--- config.mk ---
export PLATFORM = sky130hd
export DESIGN_NAME = uart_tx_arbiter
export DESIGN_NICKNAME = d
export VERILOG_FILES = /design/src/rtl/uart_arb_pkg.sv /design/src/rtl/rr_pick.sv /design/src/rtl/uart_tx_arbiter.sv
export SDC_FILE = /design/constraint.sdc
export NUM_CORES = 1
export LEC_CHECK = 0
export CORE_MARGIN = 2
export CORE_UTILIZATION = 52
export CTS_CLUSTER_DIAMETER = 30
export CTS_CLUSTER_SIZE = 28
export DETAILED_ROUTE_END_ITERATION = 10
export GPL_ROUTABILITY_DRIVEN = 1
export MAX_ROUTING_LAYER = met4
export PLACE_DENSITY = 0.92
export RECOVER_POWER = 100
export SLEW_MARGIN = 40
export SYNTH_ARGS = -nofsm -noshare
export SYNTH_HDL_FRONTEND = slang
export SYNTH_HIERARCHICAL = 1
export SYNTH_SLANG_ARGS = --single-unit
--- constraint.sdc ---
create_clock -name clk -period 6.2 [get_ports clk]
set_clock_uncertainty 0.1 [all_clocks]
set_input_delay 1.24 -clock clk [delete_from_list [all_inputs] [get_ports clk]]
set_output_delay 1.24 -clock clk [all_outputs]
set_load 0.005 [all_outputs]
--- src/rtl/uart_arb_pkg.sv ---
// Shared types and constants for the UART transmit arbiter.
package uart_arb_pkg;

  typedef enum logic [2:0] {
    ST_IDLE      = 3'd0,
    ST_START     = 3'd1,
    ST_WAIT_BUSY = 3'd2,
    ST_WAIT_DONE = 3'd3,
    ST_GAP       = 3'd4
  } arbState_e;

  localparam int DEF_NUM_REQ       = 4;
  localparam int DEF_GAP_CYCLES    = 16;
  localparam int DEF_START_TIMEOUT = 255;

  // Shared gap/timeout down-counter width; both limits must fit.
  localparam int CNT_W = 16;

  // A wait of N clocks ends when the counter, loaded with N-1, reaches zero.
  function automatic logic [CNT_W-1:0] cntLoad(input int unsigned cycles);
    return (cycles == 0) ? '0 : CNT_W'(cycles - 1);
  endfunction

endpackage

--- src/rtl/rr_pick.sv ---
// Combinational round-robin picker: first asserted request at or after ptr.
module rr_pick #(
  parameter int NUM_REQ = 4
) (
  input  logic [NUM_REQ-1:0]         req,
  input  logic [$clog2(NUM_REQ)-1:0] ptr,
  output logic                       valid,
  output logic [$clog2(NUM_REQ)-1:0] winner
);

  localparam int PW = $clog2(NUM_REQ);
  localparam int unsigned NR = NUM_REQ;

  // Scan from ptr upward with wraparound; the first hit wins.
  always_comb begin
    logic [PW-1:0] idx;
    valid  = 1'b0;
    winner = '0;
    idx    = '0;
    for (int unsigned i = 0; i < NR; i++) begin
      idx = PW'((32'(ptr) + i) % NR);
      if (!valid && req[idx]) begin
        valid  = 1'b1;
        winner = idx;
      end
    end
  end

endmodule

--- src/rtl/uart_tx_arbiter.sv ---
// Round-robin arbiter sharing one Uart8 transmitter among NUM_REQ byte sources.
module uart_tx_arbiter
  import uart_arb_pkg::*;
#(
  parameter int NUM_REQ       = DEF_NUM_REQ,
  parameter int GAP_CYCLES    = DEF_GAP_CYCLES,
  parameter int START_TIMEOUT = DEF_START_TIMEOUT
) (
  input  logic                       clk,
  input  logic                       rstN,
  input  logic [NUM_REQ-1:0]         req,
  input  logic [NUM_REQ*8-1:0]       reqData,
  output logic [NUM_REQ-1:0]         ack,
  output logic [NUM_REQ-1:0]         done,
  output logic                       txEn,
  output logic                       txStart,
  output logic [7:0]                 txByte,
  input  logic                       txBusy,
  input  logic                       txDone,
  output logic [$clog2(NUM_REQ)-1:0] grantId,
  output logic                       active,
  output logic                       err
);

  localparam int PW = $clog2(NUM_REQ);
  localparam logic [PW-1:0]    LAST         = PW'(NUM_REQ - 1);
  localparam logic [CNT_W-1:0] TIMEOUT_LOAD = cntLoad(START_TIMEOUT);
  localparam logic [CNT_W-1:0] GAP_LOAD     = cntLoad(GAP_CYCLES);

  arbState_e          state, stateNext;
  logic [CNT_W-1:0]   cnt, cntNext;
  logic [PW-1:0]      ptr, ptrNext;
  logic               armed;
  logic [7:0]         txByteNext;
  logic [PW-1:0]      grantIdNext;
  logic [NUM_REQ-1:0] ackNext, doneNext;
  logic               errNext, txStartNext;

  logic               pickValid;
  logic [PW-1:0]      pickWinner;
  logic [7:0]         pickByte;

  rr_pick #(
    .NUM_REQ(NUM_REQ)
  ) uPick (
    .req   (req),
    .ptr   (ptr),
    .valid (pickValid),
    .winner(pickWinner)
  );

  // Select the winning requester's byte lane.
  always_comb begin
    pickByte = '0;
    for (int unsigned i = 0; i < NUM_REQ; i++) begin
      if (pickWinner == PW'(i)) pickByte = reqData[8*i +: 8];
    end
  end

  // Transmitter is enabled for as long as the block is out of reset.
  assign txEn   = rstN;
  assign active = (state != ST_IDLE);

  // Next-state and registered-output logic; all outputs are pulses or holds.
  always_comb begin
    stateNext   = state;
    cntNext     = cnt;
    ptrNext     = ptr;
    txByteNext  = txByte;
    grantIdNext = grantId;
    ackNext     = '0;
    doneNext    = '0;
    errNext     = 1'b0;
    txStartNext = 1'b0;
    unique case (state)
      ST_IDLE: begin
        if (armed && pickValid) begin
          ackNext     = NUM_REQ'(1) << pickWinner;
          txByteNext  = pickByte;
          grantIdNext = pickWinner;
          ptrNext     = (pickWinner == LAST) ? '0 : pickWinner + PW'(1);
          stateNext   = ST_START;
        end
      end
      ST_START: begin
        txStartNext = 1'b1;
        cntNext     = TIMEOUT_LOAD;
        stateNext   = ST_WAIT_BUSY;
      end
      ST_WAIT_BUSY: begin
        // A completion that arrives without a visible busy phase still counts.
        if (txDone) begin
          doneNext  = NUM_REQ'(1) << grantId;
          cntNext   = GAP_LOAD;
          stateNext = ST_GAP;
        end else if (txBusy) begin
          stateNext = ST_WAIT_DONE;
        end else if (cnt == '0) begin
          errNext   = 1'b1;
          cntNext   = GAP_LOAD;
          stateNext = ST_GAP;
        end else begin
          cntNext = cnt - CNT_W'(1);
        end
      end
      ST_WAIT_DONE: begin
        if (txDone) begin
          doneNext  = NUM_REQ'(1) << grantId;
          cntNext   = GAP_LOAD;
          stateNext = ST_GAP;
        end
      end
      ST_GAP: begin
        if (cnt == '0) stateNext = ST_IDLE;
        else           cntNext   = cnt - CNT_W'(1);
      end
      default: stateNext = ST_IDLE;
    endcase
  end

  // State and output registers; armed holds off grants for the first edge after reset.
  always_ff @(posedge clk or negedge rstN) begin
    if (!rstN) begin
      state   <= ST_IDLE;
      cnt     <= '0;
      ptr     <= '0;
      armed   <= 1'b0;
      txByte  <= '0;
      grantId <= '0;
      ack     <= '0;
      done    <= '0;
      err     <= 1'b0;
      txStart <= 1'b0;
    end else begin
      state   <= stateNext;
      cnt     <= cntNext;
      ptr     <= ptrNext;
      armed   <= 1'b1;
      txByte  <= txByteNext;
      grantId <= grantIdNext;
      ack     <= ackNext;
      done    <= doneNext;
      err     <= errNext;
      txStart <= txStartNext;
    end
  end

endmodule

==> metrics <==
status finished clean; CP startpoint kind input pin; Crit-path slowest cell dlygate4sd3_1; 1st-iter DRT viols 111; Port Buffer Count 61; final worst-path cycle share 0.614; syn avg cell area 9.01 µm²; most area-hungry cell type in the Yosys netlist dfrtp_1; synthesized instance count 262; largest net degree at the start of global routing 44; Max Root-Sink Buffers 2; routed wire length 5680 µm; CTS resizes 0; Yosys warning total 6; Max FO, Critical Path 11; Seq/Total Area, Yosys 0.445; number of global-route vias before repair 2150; total power 1.29 mW; vias 2219; drt wl/cell 15.3 µm; CP endpoint kind register; Hold-fix buffers, CTS 0; Post-Route Setup TNS 0 ns; Max Slew Vio Count 0; H-tree depth 2; Worst-Margin Slew 0.944 ns; first-pass GRT wire length 9680 µm; initial antenna violation count 0; VDD IR max 0.000223 V; routability congestion estimate 0.915; Site Rows 24; Setup WS post-layout 2.39 ns; TritonCTS Sinks 42; Slew headroom 0.371; RSZ-0062 raised after global routing no; most instantiated cells after synthesis dfrtp_1 (42), a21oi_1 (31), nor2_1 (22); Final setup viols 0; Synth top area share 0.445; most used cell, CP a21oi_1; CTS tree built; count leader, synth dfrtp_1; Finished Cell Area 0.00309 mm²; final hold vios 0; CP required 6.22 ns; Placement Cell Area 0.00299 mm²; CORE AREA 0.00435 mm²; clock network latency to the later pin of the worst-skew pair 0.29 ns; Die ar. 0.00510 mm²; share of cells above drive strength 1 0.0500; antenna-violating nets left 0; CP Class input pin to register; Mapped Area 0.00236 mm²; maxcap violations 0; via-per-instance ratio 5.97; worst path cell trace dlygate4sd3_1 > inv_1 > a221o_1 > a21oi_1 > ha_1 > nor2b_1 > a221oi_1 > nor3_1 > a21oi_1 > a21oi_1; fmax 263 MHz; pre-CTS WS 2.24 ns; LEAKAGE 1.32 nW; Die Ht 71.4 µm; synth top area cells dfrtp_1 (45%), a21oi_1 (6.6%), nor3_1 (3.8%); Hold WC Path Type register to register; Die W 71.4 µm; global route overflow 0; Async S/R FF share, synth 1.00; DRT Pass-1 Iters 4; final net count 365; count of cell types in the netlist 48; Ant. Diodes 0; root buffer cell clkbuf_8; setup bufs post-CTS 0; dpl hpwl 4170 µm; register bit total from synthesis 42; Post-synth EDFFs 0; Layout area overhead 30.8%; Starting Density 0.542; Worst EP arrival 3.83 ns; I/O Pins 62; GRT Overall Usage 0.241; ys flop type dfrtp_1; syn nets 308; post-layout min period 3.81 ns; drt drc 0; CP peak stage delay 0.58 ns; Worst-path clk slew 0.08 ns; Pwr Density 418 mW/mm²; Filler cells 316; Num CTS Buffers 5
where the power goes:
group | switching (mW) | internal, mW
sequential | 0.0878 | 0.360
clock | 0.0941 | 0.119
combinational | 0.334 | 0.297
total | 0.515 | 0.775
cell type report:
class | instances | area [µm²] | area share
Clock inverter | 3 | 40.0 | 0.0130
Tap cell | 52 | 65.1 | 0.0211
Multi-Input combinational cell | 192 | 1190 | 0.385
Timing Repair Buffer | 63 | 617 | 0.200
Sequential cell | 42 | 1050 | 0.340
Inverter | 15 | 56.3 | 0.0182
Clock buffer | 5 | 68.8 | 0.0223
state kept, by name (all words and copies together) (netlist names), 2 cells and up:
signal	flops
ack	4
txByte	8
state	3
done	4
cnt	16
grantId	2
ptr	2
critical path: cells and delay by family:
| family | cells | cell delay, ns |
|---|---|---|
| compound gates | 5 | 1.24 |
| fa+ha+maj | 1 | 0.43 |
| buf+inv | 2 | 0.65 |
| simple gates | 2 | 0.27 |
logic make-up (layout without fill, tap and decap cells):
logic type | after synthesis | after routing | share of synthesized area
buf+inv | 28 | 86 | 0.0498
simple gates | 95 | 95 | 0.215
mux | 4 | 4 | 0.0185
compound gates | 86 | 86 | 0.238
other cells | 1 | 1 | 0.00159
flops | 42 | 42 | 0.445
fa+ha+maj | 6 | 6 | 0.0318
metal layers:
layer | GRT usage | wire (µm) | part of all wire | up-vias
li1 | - | - | - | 1071
met1 | 0.298 | 2460 | 0.43 | 1061
met2 | 0.405 | 2840 | 0.50 | 81
met3 | 0.0549 | 338 | 0.059 | 6
met4 | 0.0545 | 35 | 0.0062 | 0
met5 | - | 0 | 0 | -
layout by cell type, fill, tap and decap left out, types with 2 or more instances in the layout:
cell             count
dfrtp_1             42
nand3b_1             2
or3_1                3
dlygate4sd3_1       25
nand2b_1             3
a21o_1               5
ha_1                 6
and2_0               4
a31oi_1              5
or4_1                4
o21ai_0             11
o2111ai_1            2
o211ai_1             4
nor2_1              22
or4b_1               2
clkbuf_8             5
nor3_1              18
nor2b_1             11
o22ai_1              2
nand2_1             14
and2_1               3
nor4_1               2
clkinv_2             2
o21a_1               4
o22a_1               2
a21oi_1             31
nor3b_1              2
a2bb2oi_1            2
o41ai_1              2
clkdlybuf4s50_1     35
o2bb2ai_1            3
mux2_2               3
inv_1               14
a221oi_1             8
stage by stage:
step	utilization	hold WS, ns	instances
after global placement	0.686	0.373	364
after global routing	0.709	0.405	372
after floorplan	-	0.369	262
after detailed placement	0.686	0.380	364
final	0.709	0.388	372
after CTS	0.711	0.399	372
worst paths after layout:
path | startpoint | endpoint | slack, ns | cells after the start
max | req[1] | txByte[2] | 2.39 | 10
min | txByte[6] | txByte[6] | 0.39 | 1
max reg2reg | cnt[3] | state[0] | 3.30 | 5
min reg2reg | txByte[6] | txByte[6] | 0.39 | 1
max in group asynchronous | rstN | cnt[13] | 4.73 | 2
min in group asynchronous | rstN | done[0] | 0.89 | 2
Power figures use the tool's default switching activity.
==> RTL edit 1 (same flow settings) <==
Reset style: synchronous (`rstN`), changed in one clocked block.
--- a/src/rtl/uart_tx_arbiter.sv
+++ b/src/rtl/uart_tx_arbiter.sv
@@ -121,3 +121,3 @@
   // State and output registers; armed holds off grants for the first edge after reset.
-  always_ff @(posedge clk or negedge rstN) begin
+  always_ff @(posedge clk) begin
     if (!rstN) begin
Function: differs if rstN is asserted again (counterexample within 4 cycles, from zero or initial values and one cycle with rstN low); with rstN held inactive, the same outputs for 4 cycles.
==> RTL edit 1 against the unedited design <==
- cell area decreased by 2.8%
- routed wire length up 6.8%
- via count up 3.6%
- sequential cell count did not move
- count of clock-buffer cells in the layout up 2
- utilization shrank 1.0 points
- area after synthesis fell by 2.6%
- setup slack worse by 1.0 ns
- synthesized cell count rose by 8.0%
- critical path type is now input pin to output pin
- non-clock buffer count unchanged
- largest cell class unchanged
Power is not compared: it rests on default switching activity, and its combinational part moved more than twofold at a synthesized area within 25%.
==> RTL edit 1: results <==
[critical_path]
path_max_fanout = 38
arrival_ns = 3.49

[pwr]
clkPwrFrac = 0.239
pwr-share-comb = 0.334

[final_layout]
area_growth_syn_to_layout_pct = 30.5
drive_gt1_frac = 0.0595

[place]
postPlaceCellArea_mm2 = 0.00292
numPlacedInstances = 380
hpwl_mm = 4.42
place_congestion = 1.00
pre_cts_slack_ns = 2.05

[drt]
drtIter0Drc = 115
vias_per_cell = 5.93
routed_wirelength_mm = 6.07
wl_per_cell_um = 15.6

[global_route]
grt_pass1_wl_mm = 9.80
track_usage = 0.254
grt_start_max_net_pins = 39

[sta]
slew_headroom = 0.0500

[yosys]
avgSynthCellArea_um2 = 8.12
synth.net_count = 329
synth_seq_area_share = 0.366
ys_types = 48
synth_common_cells = "dfxtp_1 (42), a21oi_1 (31), nor2_1 (26)"

[run_status]
run_status = "finished, final reports clean"
RTL edit 1: cell count changes in the layout (fill, tap and decap cells not counted), sizes merged, moves of 6 or more:
cell | unedited run | this run
nand4 | 0 | 8
dfxtp | 0 | 42
o21ai | 11 | 20
and2 | 7 | 1
dfrtp | 42 | 0
RTL edit 1: worst max-delay path, stage by stage:
cell and delay [ns]:
dlygate4sd3_1 0.52, clkbuf_1 1.03, dlygate4sd3_1 0.70
RTL edit 1: cell families after synthesis:
group           count (synthesis)  share of synthesized area
xor+xnor                        4                     0.0152
mux                             5                     0.0218
flops                          42                      0.366
buf+inv                        29                     0.0517
fa+ha+maj                       6                     0.0327
compound gates                 82                      0.230
simple gates                  115                      0.283
RTL edit 1: path summary, 6_finish.rpt:
check / depth (start not counted) / startpoint / slack [ns] / to
worst max-delay path: 3 / rstN / 1.37 / txEn
worst min-delay path: 1 / grantId[0]$_SDFFE_PN0P_ / 0.37 / done[2]$_SDFF_PN0_
worst max register to register: 10 / ptr[1]$_SDFFE_PN0P_ / 3.37 / txByte[7]$_SDFFE_PN0P_
worst min register to register: 1 / grantId[0]$_SDFFE_PN0P_ / 0.37 / done[2]$_SDFF_PN0_
RTL edit 1: cell type report:
| cell class | instances | area (um^2) |
|---|---|---|
| sequential | 42 | 841 |
| fill | 344 | 1290 |
| timing repair buffer | 63 | 622 |
| inverter | 11 | 41.3 |
| multi-input combinational | 212 | 1340 |
| tap | 52 | 65.1 |
| clock buffer | 7 | 86.3 |
| clock inverter | 1 | 5.00 |
RTL edit 1: layer usage:
metal | vias up | track usage | wire length [um]
li1 | 1140 | - | -
met1 | 1064 | 0.296 | 2570
met2 | 87 | 0.434 | 2930
met3 | 8 | 0.0577 | 469
met4 | 0 | 0.0769 | 100
met5 | - | - | 0
==> RTL edit 2 (same flow settings) <==
Made on the original files. Set the package constant `DEF_NUM_REQ` to 2 (it was 4).
--- a/src/rtl/uart_arb_pkg.sv
+++ b/src/rtl/uart_arb_pkg.sv
@@ -11,3 +11,3 @@
 
-  localparam int DEF_NUM_REQ       = 4;
+  localparam int DEF_NUM_REQ       = 2;
   localparam int DEF_GAP_CYCLES    = 16;
Interface: changed (5 resized); port bits go from 62 to 39. No check against the original RTL was run, so the function may have changed too.
==> RTL edit 2 against the unedited design <==
- cell area fell by 22%
- routed wire length fell by 22%
- setup slack improved by 0.20 ns
- sequential share of layout area rose by 3.3 points
- sequential cell count fell by 6
- total power fell by 22%
- critical path depth fell by 8
- cell count fell by 23%
- area after synthesis fell by 18%
- synthesized cell count fell by 22%
- largest power group unchanged
==> RTL edit 2: results <==
[place]
place.port_buffers = 38
place_congestion = 0.924
postPlaceCellArea_mm2 = 0.00231
pre_cts_slack_ns = 2.32
numPlacedInstances = 279
hpwl_mm = 3.13

[drt]
wl_met1_mm = 1.86
routed_wirelength_mm = 4.44
drtIter0Drc = 178
wl_met3_um = 208
dr.pass1.iters = 5
wl_met2_mm = 2.27

[floorplanning]
num_tap_cells = 48

[critical_path]
crit_family = "buffers and inverters"
max_stage_delay_ns = 0.63
crit_path_start = "rstN"
r2r_slack_ns = 3.72
endpoint = "txEn"
path_max_fanout = 37
arrival_ns = 2.27
r2r_cells = 7
r2r_end = "cnt[4]$_DFFE_PN0P_"
worstReg2RegStart = "cnt[0]$_DFFE_PN0P_"

[pwr]
vdd_ir_drop_max_uv = 294
pwr-share-comb = 0.416
switching_share = 0.389
p_leak_nw = 1.08
powerClk_mw = 0.201
p_int_mw = 0.613

[final_layout]
n_all_buffers = 38
register_area_um2 = 901
final-clk-cell-share = 0.0447
multi_input_area_share = 0.392
layout.cells.non_filler = 287
nets = 261
buf_share = 0.157
multi_input_gates = 152
n_fill_cell = 300
inverters = 5
reg_top3 = "cnt: 16 flops, txByte: 8 flops, state: 3 flops"
nClkBuffers = 6

[sta]
hold_ws_ns = 0.381
fmaxAchievable_mhz = 277
slew_headroom = 0.475

[run_status]
run_status = "finished, final reports clean"

[yosys]
synth.area.top_cells = "dfrtp_1 (46%), nand2_1 (5.0%), mux2i_1 (4.1%)"
synth-compound-area-share = 0.203
synth.net_count = 228
synth_cells = 205
ys_seq_elements = 36
synthAdderAreaFrac = 0.00646

[global_route]
grt_pass1_vias = 1596
grt_start_max_net_pins = 38
globalRouteMet1Util = 0.309
use_met2 = 0.370
track_usage = 0.238
use_met3 = 0.0417
[RTL edit 2: changes by cell type after synthesis, sizes merged, moves of 8 or more]
cell,delta
a21oi,-21
nand2,+12
inv,-10
a221oi,-8
nor2,-8
[RTL edit 2: kinds of logic after synthesis]
family	count (synthesis)
AOI/OAI and AO/OA	57
adders and majority gates	1
buffers and inverters	17
DFF	36
muxes	8
other	1
and+or+nand+nor	85
[RTL edit 2: how the worst min path moves through the flow]
stage                               start               endpoint  cells past startpoint
finish              txByte[0]$_DFFE_PN0P_  txByte[0]$_DFFE_PN0P_                      2
global route          grantId$_DFFE_PN0P_      done[0]$_DFF_PN0_                      1
CTS                 txByte[0]$_DFFE_PN0P_  txByte[0]$_DFFE_PN0P_                      2
detailed placement    grantId$_DFFE_PN0P_      done[0]$_DFF_PN0_                      1
global placement    txByte[0]$_DFFE_PN0P_  txByte[0]$_DFFE_PN0P_                      2
floorplan                 ptr$_DFFE_PN0P_        ptr$_DFFE_PN0P_                      1
